`src/rtl/link_endpoint.sv`:
```
// Network endpoint: whole-packet FIFO plus flit serialiser towards the router,
// flit deserialiser plus packet FIFO towards the host-side take interface.
module link_endpoint #(
  parameter int PKT_W     = 32,
  parameter int FLIT_W    = 8,
  parameter int OUT_DEPTH = 4,
  parameter int IN_DEPTH  = 4
) (
  input  logic                           clk,
  input  logic                           rst_b,
  input  logic [PKT_W-1:0]               pkt_in,
  input  logic                           pkt_in_avail,
  output logic                           cQ_full,
  output logic [$clog2(OUT_DEPTH+1)-1:0] out_count,
  input  logic                           free_outbound,
  output logic                           put_outbound,
  output logic [FLIT_W-1:0]              payload_outbound,
  output logic                           free_inbound,
  input  logic                           put_inbound,
  input  logic [FLIT_W-1:0]              payload_inbound,
  output logic [PKT_W-1:0]               pkt_out,
  output logic                           pkt_out_avail,
  input  logic                           pkt_out_take,
  output logic [$clog2(IN_DEPTH+1)-1:0]  in_count,
  output logic                           proto_err
);
  localparam int NFLIT = PKT_W / FLIT_W;
  localparam int OCW   = $clog2(OUT_DEPTH + 1);
  localparam int ICW   = $clog2(IN_DEPTH + 1);
  localparam int OPW   = $clog2(OUT_DEPTH);
  localparam int IPW   = $clog2(IN_DEPTH);
  localparam int XW    = $clog2(NFLIT);
  localparam int SH_W  = PKT_W - FLIT_W;

  localparam logic [XW-1:0]  LAST_FLIT = XW'(NFLIT - 1);
  localparam logic [XW-1:0]  ONE_FLIT  = XW'(1);
  localparam logic [OPW-1:0] OUT_LAST  = OPW'(OUT_DEPTH - 1);
  localparam logic [IPW-1:0] IN_LAST   = IPW'(IN_DEPTH - 1);
  localparam logic [OCW-1:0] OUT_FULL  = OCW'(OUT_DEPTH);
  localparam logic [ICW-1:0] IN_FULL   = ICW'(IN_DEPTH);

  typedef enum logic {TX_IDLE, TX_SEND} tx_state_e;
  typedef enum logic {RX_IDLE, RX_RECV} rx_state_e;

  logic [PKT_W-1:0] out_mem_q [OUT_DEPTH];
  logic [OPW-1:0]   out_wr_q, out_wr_d, out_rd_q, out_rd_d;
  logic [OCW-1:0]   out_cnt_q, out_cnt_d;
  logic             out_full, out_push, out_pop;

  logic [PKT_W-1:0] in_mem_q [IN_DEPTH];
  logic [IPW-1:0]   in_wr_q, in_wr_d, in_rd_q, in_rd_d;
  logic [ICW-1:0]   in_cnt_q, in_cnt_d;
  logic             in_full, in_push, in_pop, in_wr_en;

  tx_state_e        tx_state_q, tx_state_d;
  logic [XW-1:0]    tidx_q, tidx_d;
  logic [PKT_W-1:0] tx_head_shift;

  rx_state_e        rx_state_q, rx_state_d;
  logic [XW-1:0]    ridx_q, ridx_d;
  logic [SH_W-1:0]  rx_shift_q, rx_shift_d;
  logic             err_q, err_d;

  assign out_full = (out_cnt_q == OUT_FULL);
  assign out_push = pkt_in_avail && !out_full;
  assign in_full  = (in_cnt_q == IN_FULL);
  assign in_pop   = pkt_out_take && (in_cnt_q != '0);
  assign in_wr_en = in_push && !in_full;

  always_comb begin
    tx_state_d = tx_state_q;
    tidx_d     = tidx_q;
    out_pop    = 1'b0;
    case (tx_state_q)
      TX_IDLE: begin
        if ((out_cnt_q != '0) && free_outbound) begin
          tx_state_d = TX_SEND;
          tidx_d     = '0;
        end else begin
          tx_state_d = TX_IDLE;
        end
      end
      TX_SEND: begin
        if (tidx_q == LAST_FLIT) begin
          out_pop    = 1'b1;
          tx_state_d = TX_IDLE;
          tidx_d     = '0;
        end else begin
          tidx_d = tidx_q + 1'b1;
        end
      end
      default: begin
        tx_state_d = TX_IDLE;
        tidx_d     = '0;
      end
    endcase
  end

  // Shift the head packet so the current flit sits in the top FLIT_W bits.
  assign tx_head_shift    = out_mem_q[out_rd_q] << (tidx_q * FLIT_W);
  assign put_outbound     = (tx_state_q == TX_SEND);
  assign payload_outbound = put_outbound ? tx_head_shift[PKT_W-1 -: FLIT_W] : '0;

  always_comb begin
    rx_state_d = rx_state_q;
    ridx_d     = ridx_q;
    rx_shift_d = rx_shift_q;
    in_push    = 1'b0;
    err_d      = 1'b0;
    case (rx_state_q)
      RX_IDLE: begin
        if (put_inbound && !in_full) begin
          rx_shift_d = SH_W'({rx_shift_q, payload_inbound});
          ridx_d     = ONE_FLIT;
          rx_state_d = RX_RECV;
        end else if (put_inbound) begin
          err_d = 1'b1;
        end else begin
          rx_state_d = RX_IDLE;
        end
      end
      RX_RECV: begin
        if (put_inbound && (ridx_q == LAST_FLIT)) begin
          in_push    = 1'b1;
          ridx_d     = '0;
          rx_state_d = RX_IDLE;
        end else if (put_inbound) begin
          rx_shift_d = SH_W'({rx_shift_q, payload_inbound});
          ridx_d     = ridx_q + 1'b1;
        end else begin
          err_d      = 1'b1;
          ridx_d     = '0;
          rx_state_d = RX_IDLE;
        end
      end
      default: begin
        rx_state_d = RX_IDLE;
        ridx_d     = '0;
      end
    endcase
  end

  // Pointer wrap and occupancy; simultaneous push and pop leave the count unchanged.
  always_comb begin
    out_wr_d  = out_wr_q;
    out_rd_d  = out_rd_q;
    in_wr_d   = in_wr_q;
    in_rd_d   = in_rd_q;
    if (out_push) out_wr_d = (out_wr_q == OUT_LAST) ? '0 : out_wr_q + 1'b1;
    else          out_wr_d = out_wr_q;
    if (out_pop)  out_rd_d = (out_rd_q == OUT_LAST) ? '0 : out_rd_q + 1'b1;
    else          out_rd_d = out_rd_q;
    if (in_wr_en) in_wr_d  = (in_wr_q == IN_LAST) ? '0 : in_wr_q + 1'b1;
    else          in_wr_d  = in_wr_q;
    if (in_pop)   in_rd_d  = (in_rd_q == IN_LAST) ? '0 : in_rd_q + 1'b1;
    else          in_rd_d  = in_rd_q;
    case ({out_push, out_pop})
      2'b10:   out_cnt_d = out_cnt_q + 1'b1;
      2'b01:   out_cnt_d = out_cnt_q - 1'b1;
      default: out_cnt_d = out_cnt_q;
    endcase
    case ({in_wr_en, in_pop})
      2'b10:   in_cnt_d = in_cnt_q + 1'b1;
      2'b01:   in_cnt_d = in_cnt_q - 1'b1;
      default: in_cnt_d = in_cnt_q;
    endcase
  end

  always_ff @(posedge clk) begin
    if (!rst_b) begin
      tx_state_q <= TX_IDLE;
      tidx_q     <= '0;
      rx_state_q <= RX_IDLE;
      ridx_q     <= '0;
      rx_shift_q <= '0;
      err_q      <= 1'b0;
      out_wr_q   <= '0;
      out_rd_q   <= '0;
      out_cnt_q  <= '0;
      in_wr_q    <= '0;
      in_rd_q    <= '0;
      in_cnt_q   <= '0;
    end else begin
      tx_state_q <= tx_state_d;
      tidx_q     <= tidx_d;
      rx_state_q <= rx_state_d;
      ridx_q     <= ridx_d;
      rx_shift_q <= rx_shift_d;
      err_q      <= err_d;
      out_wr_q   <= out_wr_d;
      out_rd_q   <= out_rd_d;
      out_cnt_q  <= out_cnt_d;
      in_wr_q    <= in_wr_d;
      in_rd_q    <= in_rd_d;
      in_cnt_q   <= in_cnt_d;
    end
  end

  // Storage is not reset: occupancy counters alone decide what is valid.
  always_ff @(posedge clk) begin
    if (out_push) out_mem_q[out_wr_q] <= pkt_in;
    if (in_wr_en) in_mem_q[in_wr_q]   <= {rx_shift_q, payload_inbound};
  end

  assign cQ_full       = out_full;
  assign out_count     = out_cnt_q;
  assign in_count      = in_cnt_q;
  assign pkt_out_avail = (in_cnt_q != '0);
  assign pkt_out       = pkt_out_avail ? in_mem_q[in_rd_q] : '0;
  assign free_inbound  = (rx_state_q == RX_IDLE) && !in_full;
  assign proto_err     = err_q;

endmodule

```
`config.mk`:
```
export PLATFORM = sky130hd
export DESIGN_NAME = link_endpoint
export DESIGN_NICKNAME = d
export VERILOG_FILES = /design/src/rtl/link_endpoint.sv
export SDC_FILE = /design/constraint.sdc
export NUM_CORES = 1
export LEC_CHECK = 0
export BUFFER_PORTS_ARGS = -buffer_cell sky130_fd_sc_hd__clkbuf_2
export CORE_MARGIN = 5
export CORE_UTILIZATION = 30
export DETAILED_ROUTE_END_ITERATION = 12
export SLEW_MARGIN = 20
export SYNTH_ARGS = -nofsm -noshare
export SYNTH_HDL_FRONTEND = slang
export SYNTH_SLANG_ARGS = --single-unit
```
`constraint.sdc`:
```
create_clock -name clk -period 2.4 [get_ports clk]
set_input_delay 0.48 -clock clk [delete_from_list [all_inputs] [get_ports clk]]
set_output_delay 0.48 -clock clk [all_outputs]
set_load 0.02 [all_outputs]
```
## Yosys cells after proc, flatten, opt, wreduce, memory -nomap -nowiden

Memory sizes are Yosys's and may differ from the RTL's. A register that Yosys moved wholly into a read port is not among the register bits.
Cells that the tools add are included.
W data, S select, Z words.

- Word-level logic and storage cells: 99
- Memory bits (writable): 256
- Register bits after elaboration: 45
- Input bits: 46
- Memories kept: 2

- Bitwise gates (word level): 2
- Shifts and indexed selects: 1
- Add/sub/neg operators: 10
- Equality and inequality tests: 16
- Multiplexer cells: 42
- Reduce and logical (&&, ||, !) cells: 14

Memories:

| memory | words | bits a word | read ports | clocked after memory_dff | wr ports | RTL line | text |
|---|---|---|---|---|---|---|---|
| in_mem_q | 4 | 32 | 1 | 1 | 1 | 50 | `logic [PKT_W-1:0] in_mem_q [IN_DEPTH];` |
| out_mem_q | 4 | 32 | 1 | 1 | 1 | 45 | `logic [PKT_W-1:0] out_mem_q [OUT_DEPTH];` |

Operators with widths:

| operator | count |
|---|---|
| $mux W24 | 3 |
| $pmux W24 S2 | 1 |
| $mux W32 | 1 |
| $shl A32 B5 Y32 | 1 |
| $mux W2 | 13 |
| $eq A2 B2 Y1 const B | 8 |
| $mux W1 | 16 |
| $add A2 B1 Y2 const B | 6 |
| $pmux W3 S2 | 2 |
| $mux W8 | 1 |
| $ne A2 B2 Y1 const B | 4 |
| $pmux W2 S2 | 2 |
| $logic_and A1 B1 Y1 | 7 |
| $add A3 B1 Y3 const B | 2 |
| $eq A3 B3 Y1 const B | 2 |
| $pmux W1 S2 | 3 |
| $reduce_bool A3 Y1 | 2 |
| $sub A3 B1 Y3 const B | 2 |
| $eq A2 B1 Y1 const B | 2 |
| $reduce_bool A2 Y1 | 2 |
| $reduce_and A3 Y1 | 1 |
| $logic_not A1 Y1 | 2 |
| $not A1 Y1 | 2 |

## Logic depth before layout (Yosys ltp)

- Depth after elaboration: 7
- Mapped depth: 10
- Gate-level depth less buffers: 9

## Worst setup path before layout

Ideal clock, no wire load.

- Kind: flip-flop to flip-flop
- Start point: reg out_cnt_q[2], in the netlist out_count[2]
- End point: reg out_cnt_q[2], in the netlist out_count[2]
- Arrival time: 2.560 ns
- Period minus slack after synthesis: 2.630 ns
- Stages on the path, launching flop included: 11
- Required time: 2.330 ns
- Setup slack: -0.230 ns
- Setup time: 0.070 ns
- Cell sequence: dfxtp_1 -> nor3b_1 -> nor2b_1 -> clkbuf_1 -> inv_1 -> ha_1 -> inv_1 -> fa_1 -> xor2_1 -> or3_1 -> a21oi_1

- Word-level cells in the longest chain between the ends: 5
- Elaborated cells on any way between the ends: 9

Ends and longest elaborated chain:

| what | RTL line | text |
|---|---|---|
| start: declaration | 47 | `logic [OCW-1:0] out_cnt_q, out_cnt_d;` |
| start signal: assignment | 192 | `out_cnt_q <= out_cnt_d;` |
| $eq A3 B3 Y1 (*) | 64 | `assign out_full = (out_cnt_q == OUT_FULL);` |
| via cQ_full | 13 | `output logic cQ_full,` |
| $logic_not A1 Y1 (*) | 65 | `assign out_push = pkt_in_avail && !out_full;` |
| $logic_and A1 B1 Y1 (*) | 65 |  |
| $eq A2 B1 Y1 / $eq A2 B2 Y1 (equally long branches) | 157 | `case ({out_push, out_pop})` |
| $pmux W3 S2 / $reduce_bool A2 Y1 (equally long branches) | - |  |

Mark *: on every way through the listed nets, which the timed path passes. The rest lies on a longest branch.
A chain may end at the register's enable or synchronous reset.

==> impl_metrics.csv <==
group,metric,value,unit
critical_path,worst_ep_required_time,1920,ps
critical_path,cp_slowest_stage_delay,390,ps
sta,tcrit_tclk_final,112,%
sta,timing.final.max_slew_violations,0,
clocking,cts-htree-levels,1,
critical_path,critical_path.cell_chain,"buf_12, buf_4, mux2i_2, a22oi_2, o2111ai_2, a21oi_2, clkbuf_8",
grt,grt.total_usage,11.5,%
sta,fin_skew,12.1,ps
die,design.die.area,43500,um2
critical_path,crit_path_max_fanout,8,
logic_synthesis,syn_area,11800,um2
routing,drt_pass1_iterations,4,
die,core-area,38800,um2
logic_synthesis,syn_inst,658,
logic_synthesis,fraction_of_registers_with_async_set_reset,0,%
routing,drt_drc_violations_left,0,
cells_and_area,fillerInstances,3560,
critical_path,timing.critical_path.to_type,"output pin",
flow_run,total_of_max_cap_violations,0,
routing,detail_route.wirelength,25.3,mm
die,placementRows,72,
sta,worst_slew_pin_slew,513,ps
clocking,tritoncts_clock_tree,"done",
sta,rsz0062_at_grt,"yes",
sta,timing.final.crit_period,2680,ps
sta,timing.final.setup_violations,40,
logic_synthesis,synth_cell_types,37,
grt,grt_first_pass_wirelength,39.1,mm
cells_and_area,num-nets-final,860,
cells_and_area,share_of_layout_cells_above_drive_strength_1,37.7,%
cells_and_area,n_antenna_cell,0,
logic_synthesis,synth_area_leader_cell,"sky130_fd_sc_hd__edfxtp_1",
die,floorplan.die.width,209,um
grt,first_global_vias,6573,
die,num_io_pins,97,
routing,wl_per_cell,18.9,um
die,floorplan.initialDensity,30.5,%
logic_synthesis,ys_seq_area_share,73.3,%
clocking,cts_buffers,31,
critical_path,critical-path-slowest-cell,"sky130_fd_sc_hd__dfxtp_4",
min_path,hold_class,"input pin to flop",
sta,slew-limit-headroom,65.7,%
routing,detailedRoute.firstIterationViolations,285,
clocking,hold_buffers,0,
place,gp_congestion,0.730,
grt,grt_antenna_before_repair,4,
clocking,cts_sinks,305,
critical_path,worst_setup_path_start_kind,"flop",
sta,finalHoldViolations,0,
logic_synthesis,synth_top_area_share,65.0,%
sta,finalWorstSetupSlack,-277,ps
clocking,clkLatencyLatePin,560,ps
power,power-per-cell-area,740,nW/um2
cells_and_area,multi_input_comb_area,3170,um2
die,floorplan.die.height,209,um
power,power.ir.vdd_worst,0.570,mV
cells_and_area,area.sequential,8680,um2
power,static-leakage-power,5.07,nW
routing,final_antenna_net_count,0,
run_status,violations,"setup timing",
cells_and_area,syn_to_final_growth,26.5,%
logic_synthesis,ys_seq_elements,305,
place,io_buffers,96,
clocking,cts.path.max_buffers,3,
critical_path,critical_path_buf_inv_count,3,
place,place_hpwl,15.1,mm
logic_synthesis,netlist_top_cells_area,"sky130_fd_sc_hd__edfxtp_1 (65%), sky130_fd_sc_hd__mux4_2 (9.1%), sky130_fd_sc_hd__dfxtp_1 (8.3%)",
clocking,cts_root_buffer,"sky130_fd_sc_hd__clkbuf_16",
critical_path,crit_arrival,2200,ps
logic_synthesis,yosys_warnings,0,
clocking,clkSlewWorstSetupHoldPaths,60,ps
logic_synthesis,number_of_flops_mapped_to_enable_cells_by_yosys,256,
power,design_power_total,0.0111,W
critical_path,worst-setup-path-type,"flop to output pin",
cells_and_area,utilization,38.5,%
grt,grt_overflow_total,0,
run_status,run_status,"finished, violations left",
critical_path,cp_top_family,"compound AO/OA/AOI/OAI gates",
logic_synthesis,post_synth.cell_area_avg,18.0,um2
logic_synthesis,synth_top_flop_cell,"sky130_fd_sc_hd__edfxtp_1",
sta,fmax,0.374,GHz
grt,grt_start_max_net_pins,34,
routing,vias_per_cell,4.58,
logic_synthesis,synth.net_count,720,
routing,vias,6140,
cell usage in the layout, fill, tap and decap left out, types with 16 or more instances in the layout:
| master | count |
|---|---|
| sky130_fd_sc_hd__buf_12 | 16 |
| sky130_fd_sc_hd__mux2i_1 | 53 |
| sky130_fd_sc_hd__buf_4 | 16 |
| sky130_fd_sc_hd__mux4_2 | 48 |
| sky130_fd_sc_hd__nand2_1 | 16 |
| sky130_fd_sc_hd__and2_4 | 32 |
| sky130_fd_sc_hd__clkbuf_16 | 31 |
| sky130_fd_sc_hd__buf_6 | 24 |
| sky130_fd_sc_hd__buf_8 | 18 |
| sky130_fd_sc_hd__edfxtp_1 | 256 |
| sky130_fd_sc_hd__clkbuf_2 | 58 |
| sky130_fd_sc_hd__nor2_1 | 49 |
| sky130_fd_sc_hd__dfxtp_1 | 43 |
power breakdown:
group	switching, W	internal [W]	leakage [nW]	total, W
clock	0.00196	0.00269	0.487	0.00466
sequential	0.0000649	0.00586	2.74	0.00592
combinational	0.000296	0.000197	1.85	0.000493
total	0.00233	0.00875	5.07	0.0111
Yosys cell counts (all sizes together), types with 3 or more instances:
cell     instances
edfxtp         256
mux2i           56
dfxtp           49
nor2            49
mux4            48
and2            40
clkbuf          19
nand2           18
a21oi           17
inv             16
ha              14
buf             12
o21ai            9
a22oi            8
mux2             7
nor2b            5
o221ai           5
or3              5
xor2             4
o2111ai          3
o211ai           3
area by class of cell:
| type | count | area share (%) |
|---|---|---|
| sequential | 305 | 58.0 |
| tap | 518 | 4.33 |
| multi-input combinational | 306 | 21.2 |
| clock inverter | 17 | 1.02 |
| timing repair buffer | 138 | 9.42 |
| inverter | 16 | 0.401 |
| clock buffer | 41 | 5.64 |
per-stage QoR:
step / area (um2) / setup slack [ps] / hold WS (ps) / TNS (ps) / std cells
final: 15000 / -277 / 136 / -4710 / 1341
after global routing: 15000 / -359 / 110 / -7840 / 1341
after CTS: 14800 / -324 / 106 / -6930 / 1342
after detailed placement: 13200 / 109 / 480 / 0 / 1271
after global placement: 13200 / 121 / 471 / 0 / 1271
after floorplan: 11900 / 4.78 / 454 / 0 / 658
worst reg2reg max path, cell delays in order (launching register included):
cell and delay [ps]:
sky130_fd_sc_hd__dfxtp_4 360, sky130_fd_sc_hd__or3b_4 410, sky130_fd_sc_hd__and4_1 180, sky130_fd_sc_hd__inv_1 60
sky130_fd_sc_hd__ha_2 170, sky130_fd_sc_hd__inv_1 50, sky130_fd_sc_hd__fa_1 370, sky130_fd_sc_hd__xor2_1 170
sky130_fd_sc_hd__or3_1 310, sky130_fd_sc_hd__a21oi_1 130
routing by layer:
layer | part of all wire [%] | track usage [%] | up-vias
met1 | 40 | 14.1 | 3090
met5 | 0.22 | 0 | -
met4 | 1.6 | 2.52 | 8
met3 | 5.8 | 2.82 | 40
met2 | 52 | 20.5 | 170
li1 | - | - | 2832
path summary, 6_finish.rpt:
path,from,endpoint,slack (ps),cells past startpoint
setup / recovery,flop,payload_outbound[4],-280,7
hold / removal,pkt_in[1],out_mem_q[3][1]$_DFFE_PP_,140,1
setup reg to reg,in_count[2]$_SDFFE_PN0P_,in_count[2]$_SDFFE_PN0P_,120,9
hold reg to reg,ridx_q[1]$_SDFFE_PN0P_,ridx_q[1]$_SDFFE_PN0P_,490,2
flip-flops by register name, indices dropped and copies added (netlist names), named ones only:
| register | cells |
|---|---|
| ridx_q | 2 |
| in_wr_q | 2 |
| tidx_q | 2 |
| out_mem_q | 128 |
| out_count | 3 |
| rx_shift_q | 24 |
| out_wr_q | 2 |
| out_rd_q | 2 |
| in_count | 3 |
| put_outbound | 1 |
| rx_state_q | 1 |
| in_mem_q | 128 |
| proto_err | 1 |
| in_rd_q | 2 |
what timing repair did:
item	CTS	global route
gates cloned	5	0
setup buffers	8	0
pin swaps	7	8
gates resized for setup	101	90
endpoints found under the setup margin	40	40
logic make-up after synthesis:
group,count (synthesis),synth area share [%]
fa+ha+maj,16,1.82
flops,305,73.3
mux,111,14.5
xor+xnor,4,0.296
compound gates,48,2.73
buf+inv,47,1.94
simple gates,127,5.38
(Power assumes the default switching activity.)
